===== config.mk =====
export PLATFORM = sky130hd
export DESIGN_NAME = ysyx_23060061_axi_arbiter
export DESIGN_NICKNAME = d
export VERILOG_FILES = /design/src/rtl/ysyx_23060061_pkg.sv /design/src/rtl/ysyx_23060061_rr_arb.sv /design/src/rtl/ysyx_23060061_axi_arbiter.sv
export SDC_FILE = /design/constraint.sdc
export NUM_CORES = 1
export LEC_CHECK = 0
export BUFFER_PORTS_ARGS = -buffer_cell sky130_fd_sc_hd__buf_2
export CORE_AREA = 4 4 163 165
export DETAILED_ROUTE_END_ITERATION = 10
export DIE_AREA = 0 0 167 169
export GPL_TIMING_DRIVEN = 0
export SETUP_SLACK_MARGIN = 0.2
export SKIP_LAST_GASP = 1
export SLEW_MARGIN = 15
export SYNTH_ARGS = -nofsm -noshare
export SYNTH_HDL_FRONTEND = slang
export SYNTH_SLANG_ARGS = --single-unit

===== constraint.sdc =====
create_clock -name clk -period 1.76 [get_ports clk]
set_input_delay 0.176 -clock clk [delete_from_list [all_inputs] [get_ports clk]]
set_output_delay 0.176 -clock clk [all_outputs]
set_load 0.05 [all_outputs]

===== src/rtl/ysyx_23060061_pkg.sv =====
// Shared definitions for the AXI arbiter slice: arbiter state encoding and
// AXI response/burst constants.
package ysyx_23060061_pkg;

  typedef enum logic [1:0] {
    IDLE = 2'd0,
    RD0  = 2'd1,
    RD1  = 2'd2,
    WR1  = 2'd3
  } arb_state_e;

  localparam logic [1:0] RESP_OKAY   = 2'd0;
  localparam logic [1:0] RESP_EXOKAY = 2'd1;
  localparam logic [1:0] RESP_SLVERR = 2'd2;
  localparam logic [1:0] RESP_DECERR = 2'd3;

  localparam logic [1:0] BURST_INCR  = 2'd1;

endpackage


===== src/rtl/ysyx_23060061_rr_arb.sv =====
// Two-request round-robin arbiter; the pointer flips whenever the owner
// commits to a read grant.
module ysyx_23060061_rr_arb (
  input  logic clk,
  input  logic rst,
  input  logic req0,
  input  logic req1,
  input  logic grant_accept,
  output logic gnt0,
  output logic gnt1
);

  logic rr;

  // rr=0 favours req0 when both are pending; a lone requester always wins.
  assign gnt0 = req0 & (~req1 | ~rr);
  assign gnt1 = req1 & (~req0 | rr);

  // NOTE: sequential state uses non-blocking assignments so every flop samples
  // pre-edge values regardless of block evaluation order.
  always_ff @(posedge clk) begin
    if (!rst) begin
      rr <= 1'b0;
    end else if (grant_accept) begin
      rr <= ~rr;
    end
  end

endmodule


===== src/rtl/ysyx_23060061_axi_arbiter.sv =====
// Two-master (IFU read-only, LSU read/write) to one-slave AXI4 arbiter with a
// single outstanding transaction; responses go only to the granted master.
module ysyx_23060061_axi_arbiter
  import ysyx_23060061_pkg::*;
#(
  parameter int AW = 32,
  parameter int DW = 32
) (
  input  logic          clk,
  input  logic          rst,
  input  logic [AW-1:0] m0_araddr,
  input  logic [3:0]    m0_arid,
  input  logic [7:0]    m0_arlen,
  input  logic [2:0]    m0_arsize,
  input  logic [1:0]    m0_arburst,
  input  logic          m0_arvalid,
  output logic          m0_arready,
  output logic [DW-1:0] m0_rdata,
  output logic [1:0]    m0_rresp,
  output logic          m0_rlast,
  output logic [3:0]    m0_rid,
  output logic          m0_rvalid,
  input  logic          m0_rready,
  input  logic [AW-1:0] m1_araddr,
  input  logic [3:0]    m1_arid,
  input  logic [7:0]    m1_arlen,
  input  logic [2:0]    m1_arsize,
  input  logic [1:0]    m1_arburst,
  input  logic          m1_arvalid,
  output logic          m1_arready,
  output logic [DW-1:0] m1_rdata,
  output logic [1:0]    m1_rresp,
  output logic          m1_rlast,
  output logic [3:0]    m1_rid,
  output logic          m1_rvalid,
  input  logic          m1_rready,
  input  logic [AW-1:0] m1_awaddr,
  input  logic          m1_awvalid,
  output logic          m1_awready,
  input  logic [DW-1:0] m1_wdata,
  input  logic [3:0]    m1_wstrb,
  input  logic          m1_wvalid,
  output logic          m1_wready,
  output logic [1:0]    m1_bresp,
  output logic          m1_bvalid,
  input  logic          m1_bready,
  output logic [AW-1:0] s_araddr,
  output logic [3:0]    s_arid,
  output logic [7:0]    s_arlen,
  output logic [2:0]    s_arsize,
  output logic [1:0]    s_arburst,
  output logic          s_arvalid,
  input  logic          s_arready,
  input  logic [DW-1:0] s_rdata,
  input  logic [1:0]    s_rresp,
  input  logic          s_rlast,
  input  logic [3:0]    s_rid,
  input  logic          s_rvalid,
  output logic          s_rready,
  output logic [AW-1:0] s_awaddr,
  output logic          s_awvalid,
  input  logic          s_awready,
  output logic [DW-1:0] s_wdata,
  output logic [3:0]    s_wstrb,
  output logic          s_wvalid,
  input  logic          s_wready,
  input  logic [1:0]    s_bresp,
  input  logic          s_bvalid,
  output logic          s_bready
);

  arb_state_e state;
  logic       ar_done, aw_done, w_done;
  logic       gnt0, gnt1, grant_accept;

  // A read grant is committed only when no write pre-empts it.
  assign grant_accept = (state == IDLE) & ~m1_awvalid & (m0_arvalid | m1_arvalid);

  ysyx_23060061_rr_arb u_rr_arb (
    .clk          (clk),
    .rst          (rst),
    .req0         (m0_arvalid),
    .req1         (m1_arvalid),
    .grant_accept (grant_accept),
    .gnt0         (gnt0),
    .gnt1         (gnt1)
  );

  always_ff @(posedge clk) begin
    if (!rst) begin
      state   <= IDLE;
      ar_done <= 1'b0;
      aw_done <= 1'b0;
      w_done  <= 1'b0;
    end else begin
      case (state)
        IDLE: begin
          ar_done <= 1'b0;
          aw_done <= 1'b0;
          w_done  <= 1'b0;
          if (m1_awvalid)  state <= WR1;
          else if (gnt0)   state <= RD0;
          else if (gnt1)   state <= RD1;
        end
        RD0, RD1: begin
          if (s_arvalid && s_arready)           ar_done <= 1'b1;
          if (s_rvalid && s_rready && s_rlast)  state   <= IDLE;
        end
        WR1: begin
          if (s_awvalid && s_awready) aw_done <= 1'b1;
          if (s_wvalid && s_wready)   w_done  <= 1'b1;
          if (s_bvalid && s_bready)   state   <= IDLE;
        end
        default: state <= IDLE;
      endcase
    end
  end

  // NOTE: every output gets a default first so no path through the case
  // leaves a signal unassigned and infers a latch.
  always_comb begin
    m0_arready = 1'b0;  m0_rdata = '0;  m0_rresp = '0;  m0_rlast = 1'b0;
    m0_rid     = '0;    m0_rvalid = 1'b0;
    m1_arready = 1'b0;  m1_rdata = '0;  m1_rresp = '0;  m1_rlast = 1'b0;
    m1_rid     = '0;    m1_rvalid = 1'b0;
    m1_awready = 1'b0;  m1_wready = 1'b0;  m1_bresp = '0;  m1_bvalid = 1'b0;
    s_araddr   = '0;    s_arid = '0;  s_arlen = '0;  s_arsize = '0;
    s_arburst  = '0;    s_arvalid = 1'b0;  s_rready = 1'b0;
    s_awaddr   = '0;    s_awvalid = 1'b0;
    s_wdata    = '0;    s_wstrb = '0;  s_wvalid = 1'b0;  s_bready = 1'b0;
    unique case (state)
      RD0: begin
        s_araddr   = m0_araddr;   s_arid   = m0_arid;    s_arlen = m0_arlen;
        s_arsize   = m0_arsize;   s_arburst = m0_arburst;
        s_arvalid  = m0_arvalid & ~ar_done;
        m0_arready = s_arready & ~ar_done;
        m0_rdata   = s_rdata;     m0_rresp = s_rresp;    m0_rlast = s_rlast;
        m0_rid     = s_rid;       m0_rvalid = s_rvalid;
        s_rready   = m0_rready;
      end
      RD1: begin
        s_araddr   = m1_araddr;   s_arid   = m1_arid;    s_arlen = m1_arlen;
        s_arsize   = m1_arsize;   s_arburst = m1_arburst;
        s_arvalid  = m1_arvalid & ~ar_done;
        m1_arready = s_arready & ~ar_done;
        m1_rdata   = s_rdata;     m1_rresp = s_rresp;    m1_rlast = s_rlast;
        m1_rid     = s_rid;       m1_rvalid = s_rvalid;
        s_rready   = m1_rready;
      end
      WR1: begin
        // AW and W complete independently; only B ends the transaction.
        s_awaddr   = m1_awaddr;
        s_awvalid  = m1_awvalid & ~aw_done;
        m1_awready = s_awready & ~aw_done;
        s_wdata    = m1_wdata;    s_wstrb  = m1_wstrb;
        s_wvalid   = m1_wvalid & ~w_done;
        m1_wready  = s_wready & ~w_done;
        m1_bresp   = s_bresp;     m1_bvalid = s_bvalid;
        s_bready   = m1_bready;
      end
      default: ;
    endcase
  end

endmodule


==> results.cfg, run 1 <==
[synth]
synthCells = 335
ys_warn_count = 0
avgSynthCellArea_um2 = 6.62
yosysTopAreaCellShare = 0.434
synth_top_area_cell = and2_1
synth.top_cells.by_area = and2_1 43%, a22oi_1 17%, nor2b_1 14%, dfxtp_1 5.4%, clkbuf_1 3.4%
netlist_area_um2 = 2220
synth_cell_types = 22
synth-seq-cells = 6
yosysSeqAreaShare = 0.0541
synth_fp_nets = 561

[critical_path]
r2r-start = state[0]$_SDFFE_PN0P_
crit_start = state[1]$_SDFFE_PN0P_
start_kind = flip-flop
cp-endpoint = s_arlen[0]
crit_path_max_fanout = 7
arrival_ns = 1.64
reg2reg_to = state[1]$_SDFFE_PN0P_
critPathCaptureType = output pin
reg2regPathDepth = 8
r2r_setup_slack_ns = 0.04
required_ns = 1.58
worstSetupPathType = flip-flop to output pin

[cells_and_area]
area_delta_synth_final_pct = 263
diodes = 0
stdcell_count = 1131
num-nets-final = 1029
fill_cells = 2569
mostFrequentLayoutCells = 221 x buf_2, 150 x buf_6, 109 x and2_4
layout_commonest_cell = buf_2
layout-drive-gt1-share = 0.898

[grt]
antenna_found_initial = 0
grt_pass1_vias = 4376
use_met3 = 0.0238
globalRouteMet1Util = 0.132
grt_start_max_net_pins = 11
track_usage = 0.105
overflow = 0
busiest_layer = met2
grt_pass1_wl_um = 24300
globalRouteMet2Util = 0.186

[die]
die-width_um = 167
num_io_pins = 430
core_area_um2 = 25000
die_y_um = 169
initial_core_util = 0.0886
num_rows = 58
dieArea_um2 = 28200

[timing]
hold_viol = 0
rsz0062_at_grt = yes
post-route-min-period_ns = 1.82
hold_slack_ns = 0.236
final_max_slew_viol_count = 0
fin_worst_skew_ns = 0.00340
setup_viol = 84
tightest_slew_ns = 0.232
setup_ws_ns = -0.0602
finalSetupTns_ns = -1.82
fmax_ghz = 0.549
relSlewSlack = 0.842
fin_crit_sh = 1.03

[status]
outcome = finished, violations left
violations = negative setup slack

[place]
gp_congestion = 0.862
dp.cells = 1094
post-place-ws_ns = -0.413
dp_hpwl_um = 12800
port_buffers = 429

[clock_network]
clk_latency_ns = 0.23
cts_buffer_depth = 2
numCtsBuffers = 3
cts_tree = done
cts.sinks = 6
cts_max_level = 1
postCtsHoldBufs = 0
clk_pin_slew_worst_paths_ns = 0.04
cts_root_buf = clkbuf_16

[drt]
first_pass_iters = 4
wire_per_inst_um = 17.2
drt_wl_total_um = 19500
ant_nets = 0
drt_iter0_drc = 132
route.detailed.drc = 0
vias = 4418
viasPerCell = 3.91

[power_and_ir_drop]
switchingPower_mw = 4.83
p_int_mw = 4.59
p_comb_frac = 0.935
ir_drop_mv = 0.605
power.share.sequential = 0.024
powerDensity_nw_per_um2 = 1170
p_sw_frac = 0.513
leakage_nw = 3.77
clkPwrFrac = 0.040

[hold_path]
hold_path_class = input pin to flip-flop

[run]
maxCapViolations = 0
## layout make-up
class | count | area, um^2 | area share
sequential | 6 | 128 | 0.0159
clock buffer | 3 | 75.1 | 0.00933
multi-input combinational | 293 | 2700 | 0.336
timing repair buffer | 463 | 4210 | 0.523
tap | 330 | 413 | 0.0513
inverter | 3 | 18.8 | 0.00233
buffer | 33 | 499 | 0.0621
## metrics by stage
step | cell area, um^2 | total power, mW | utilization
2_1_floorplan | 2360 | 4.24 | -
3_3_place_gp | 4920 | 5.59 | 0.196
3_5_place_dp | 4920 | 5.62 | 0.196
4_1_cts | 6350 | 7.87 | 0.254
5_1_grt | 8040 | 9.82 | 0.321
6_report | 8040 | 9.42 | 0.321
## worst max-delay path, stage by stage (launching register included)
cell      delay, ns
dfxtp_4        0.40
inv_4          0.07
ha_4           0.36
buf_4          0.14
clkbuf_8       0.12
nor2b_4        0.16
buf_8          0.15
## metal layers
layer | vias to the layer above | part of all wire
met5 | - | 0
met4 | 0 | 0.020
met3 | 28 | 0.065
met2 | 244 | 0.55
met1 | 2102 | 0.37
li1 | 2044 | -
## power by group through the flow
| stage | Combinational [mW] | Clock [mW] | Sequential, mW |
|---|---|---|---|
| final | 8.81 | 0.380 | 0.229 |
| after detailed placement | 5.42 | 0 | 0.203 |
| after CTS | 7.28 | 0.378 | 0.215 |
| after global routing | 9.19 | 0.394 | 0.237 |
| after global placement | 5.39 | 0 | 0.203 |
| after floorplan | 4.05 | 0 | 0.195 |
## worst min path at each step
stage	startpoint	end	slack, ns	cells past startpoint
2_1_floorplan	rst	aw_done$_SDFFE_PN0P_	0.30	1
3_3_place_gp	m1_wvalid	w_done$_SDFFE_PN0P_	0.48	3
3_5_place_dp	m1_wvalid	w_done$_SDFFE_PN0P_	0.48	3
4_1_cts	m1_wvalid	w_done$_SDFFE_PN0P_	0.24	3
5_1_grt	s_arready	ar_done$_SDFFE_PN0P_	0.26	3
6_report	m1_wvalid	w_done$_SDFFE_PN0P_	0.24	3
## state kept, by name, indices dropped and copies added, names as in the netlist
| name | cells |
|---|---|
| ar_done | 1 |
| w_done | 1 |
| u_rr_arb.rr | 1 |
| aw_done | 1 |
| state | 2 |
## cell usage after synthesis
library cell / count
nor2b_1: 51
and3b_1: 6
clkbuf_1: 20
mux2i_1: 3
o21ai_0: 4
nand3_1: 2
a21boi_0: 1
a22o_1: 1
ha_1: 5
o211ai_1: 1
nand2_1: 8
inv_1: 3
nor3b_2: 1
xnor2_1: 1
a22oi_1: 51
dfxtp_1: 6
nor2_1: 1
buf_4: 2
a21o_1: 2
and2_1: 154
a21boi_1: 1
buf_2: 11
## cells by family (layout without fill, tap and decap cells)
| kind of cell | count (synthesis) | after routing | share of synthesized area |
|---|---|---|---|
| AO/OA/AOI/OAI | 61 | 61 | 0.202 |
| adder cells (fa/ha/maj) | 5 | 5 | 0.0282 |
| buffers and inverters | 36 | 502 | 0.0705 |
| XOR/XNOR | 1 | 1 | 0.00395 |
| AND/OR/NAND/NOR | 223 | 223 | 0.627 |
| multiplexers | 3 | 3 | 0.0135 |
| flip-flops | 6 | 6 | 0.0541 |
## what timing repair did
item,CTS,global route
gates cloned,9,8
resized for setup,349,587
setup buffers,7,10
pin swaps,8,56
endpoints found under the setup margin,212,211
Note: power is estimated with default switching activity, not from simulation.
==> run 2: changes to the inputs <==
SKIP_CTS_REPAIR_TIMING = 1   (was unset)
==> results.cfg, run 2 (synthesis gave the netlist of run 1 again) <==
[timing]
fin_worst_skew_ns = 0.00187
setup_ws_ns = -0.0521
tightest_slew_ns = 0.272
rsz0062_at_grt = yes
hold_viol = 0
relSlewSlack = 0.820
fmax_ghz = 0.552
fin_crit_sh = 1.03
setup_viol = 39
post-route-min-period_ns = 1.81
final_max_slew_viol_count = 0

[cells_and_area]
layout-drive-gt1-share = 0.823
area_delta_synth_final_pct = 214
num-nets-final = 1012
utilization = 0.279
regMostFlops = state
layout_commonest_cell = buf_2
diodes = 0
mostFrequentLayoutCells = 284 x buf_2, 99 x and2_1, 82 x buf_6
largest_register_ffs = 2

[place]
port_buffers = 429
dp_hpwl_um = 12800
post-place-ws_ns = -0.413
gp_congestion = 0.862

[power_and_ir_drop]
powerDensity_nw_per_um2 = 1170
ir_drop_mv = 0.602
leakage_nw = 3.43

[drt]
first_pass_iters = 4
met1Wirelength_um = 6510
viasPerCell = 3.84
wire_per_inst_um = 15.7
routed-wl-met2_um = 9410
drt_wl_total_um = 17500
ant_nets = 0
route.detailed.drc = 0
drt_iter0_drc = 137
routed.top_layer = met4
wl_met3_um = 1370
vias = 4279

[grt]
grt_start_max_net_pins = 11
antenna_found_initial = 1
track_usage = 0.0883
grt_pass1_vias = 3792
grt_pass1_wl_um = 20700
overflow = 0

[die]
die_y_um = 169
die-width_um = 167
dieArea_um2 = 28200
num_rows = 58
core_area_um2 = 25000
initial_core_util = 0.0886
num_io_pins = 430

[critical_path]
start_kind = flip-flop
arrival_ns = 1.64
worstSetupPathType = flip-flop to output pin
reg2regPathDepth = 7
required_ns = 1.58
crit_path_max_fanout = 10
critPathCaptureType = output pin

[clock_network]
cts_max_level = 1
cts_buffer_depth = 2
cts_root_buf = clkbuf_16
cts_tree = done
cts.sinks = 6
clk_latency_ns = 0.23
clk_pin_slew_worst_paths_ns = 0.04
numCtsBuffers = 3

[status]
violations = negative setup slack
outcome = finished, violations left

[hold_path]
hold_path_class = input pin to flip-flop
whs_path_depth = 3

[run]
maxCapViolations = 0
[run 2: critical path, cell delays in order (launching register included)]
cell and delay, ns:
dfxtp_4 0.40, inv_4 0.06, ha_4 0.36, buf_4 0.20, nor2b_2 0.18, buf_6 0.18
[run 2: layout make-up]
class	count	area (um^2)
inverter	3	18.8
fill	2673	18100
tap	330	413
clock buffer	3	75.1
buffer	33	417
multi-input combinational	293	2520
sequential	6	128
timing repair buffer	446	3410
[run 2: worst paths after layout]
kind / to / slack, ns / startpoint
max: s_arid[3] / -0.05 / state[1]$_SDFFE_PN0P_
min: w_done$_SDFFE_PN0P_ / 0.24 / m1_wvalid
max reg2reg: state[1]$_SDFFE_PN0P_ / 0.18 / state[1]$_SDFFE_PN0P_
min reg2reg: w_done$_SDFFE_PN0P_ / 0.48 / w_done$_SDFFE_PN0P_
[run 2: per-stage QoR]
stage	instance area [um^2]	instances	hold slack [ns]	power [mW]	TNS (ns)
CTS	4990	1097	0.244	6.02	-69.35
global placement	4920	1094	0.476	5.59	-15.57
global route	6980	1114	0.258	8.56	-5.58
detailed placement	4920	1094	0.482	5.62	-17.83
floorplan	2360	335	0.298	4.24	0
finish	6980	1114	0.241	8.17	-0.791
[run 2: per-layer routing]
metal,up-vias,global-route usage
met4,0,0.00676
met5,-,0
met3,22,0.0180
li1,2011,-
met1,2007,0.117
met2,239,0.154
[run 2: where the power goes]
group,internal [mW],switching (mW)
registers,0.175,0.0591
logic,3.18,4.38
clock network,0.292,0.0813
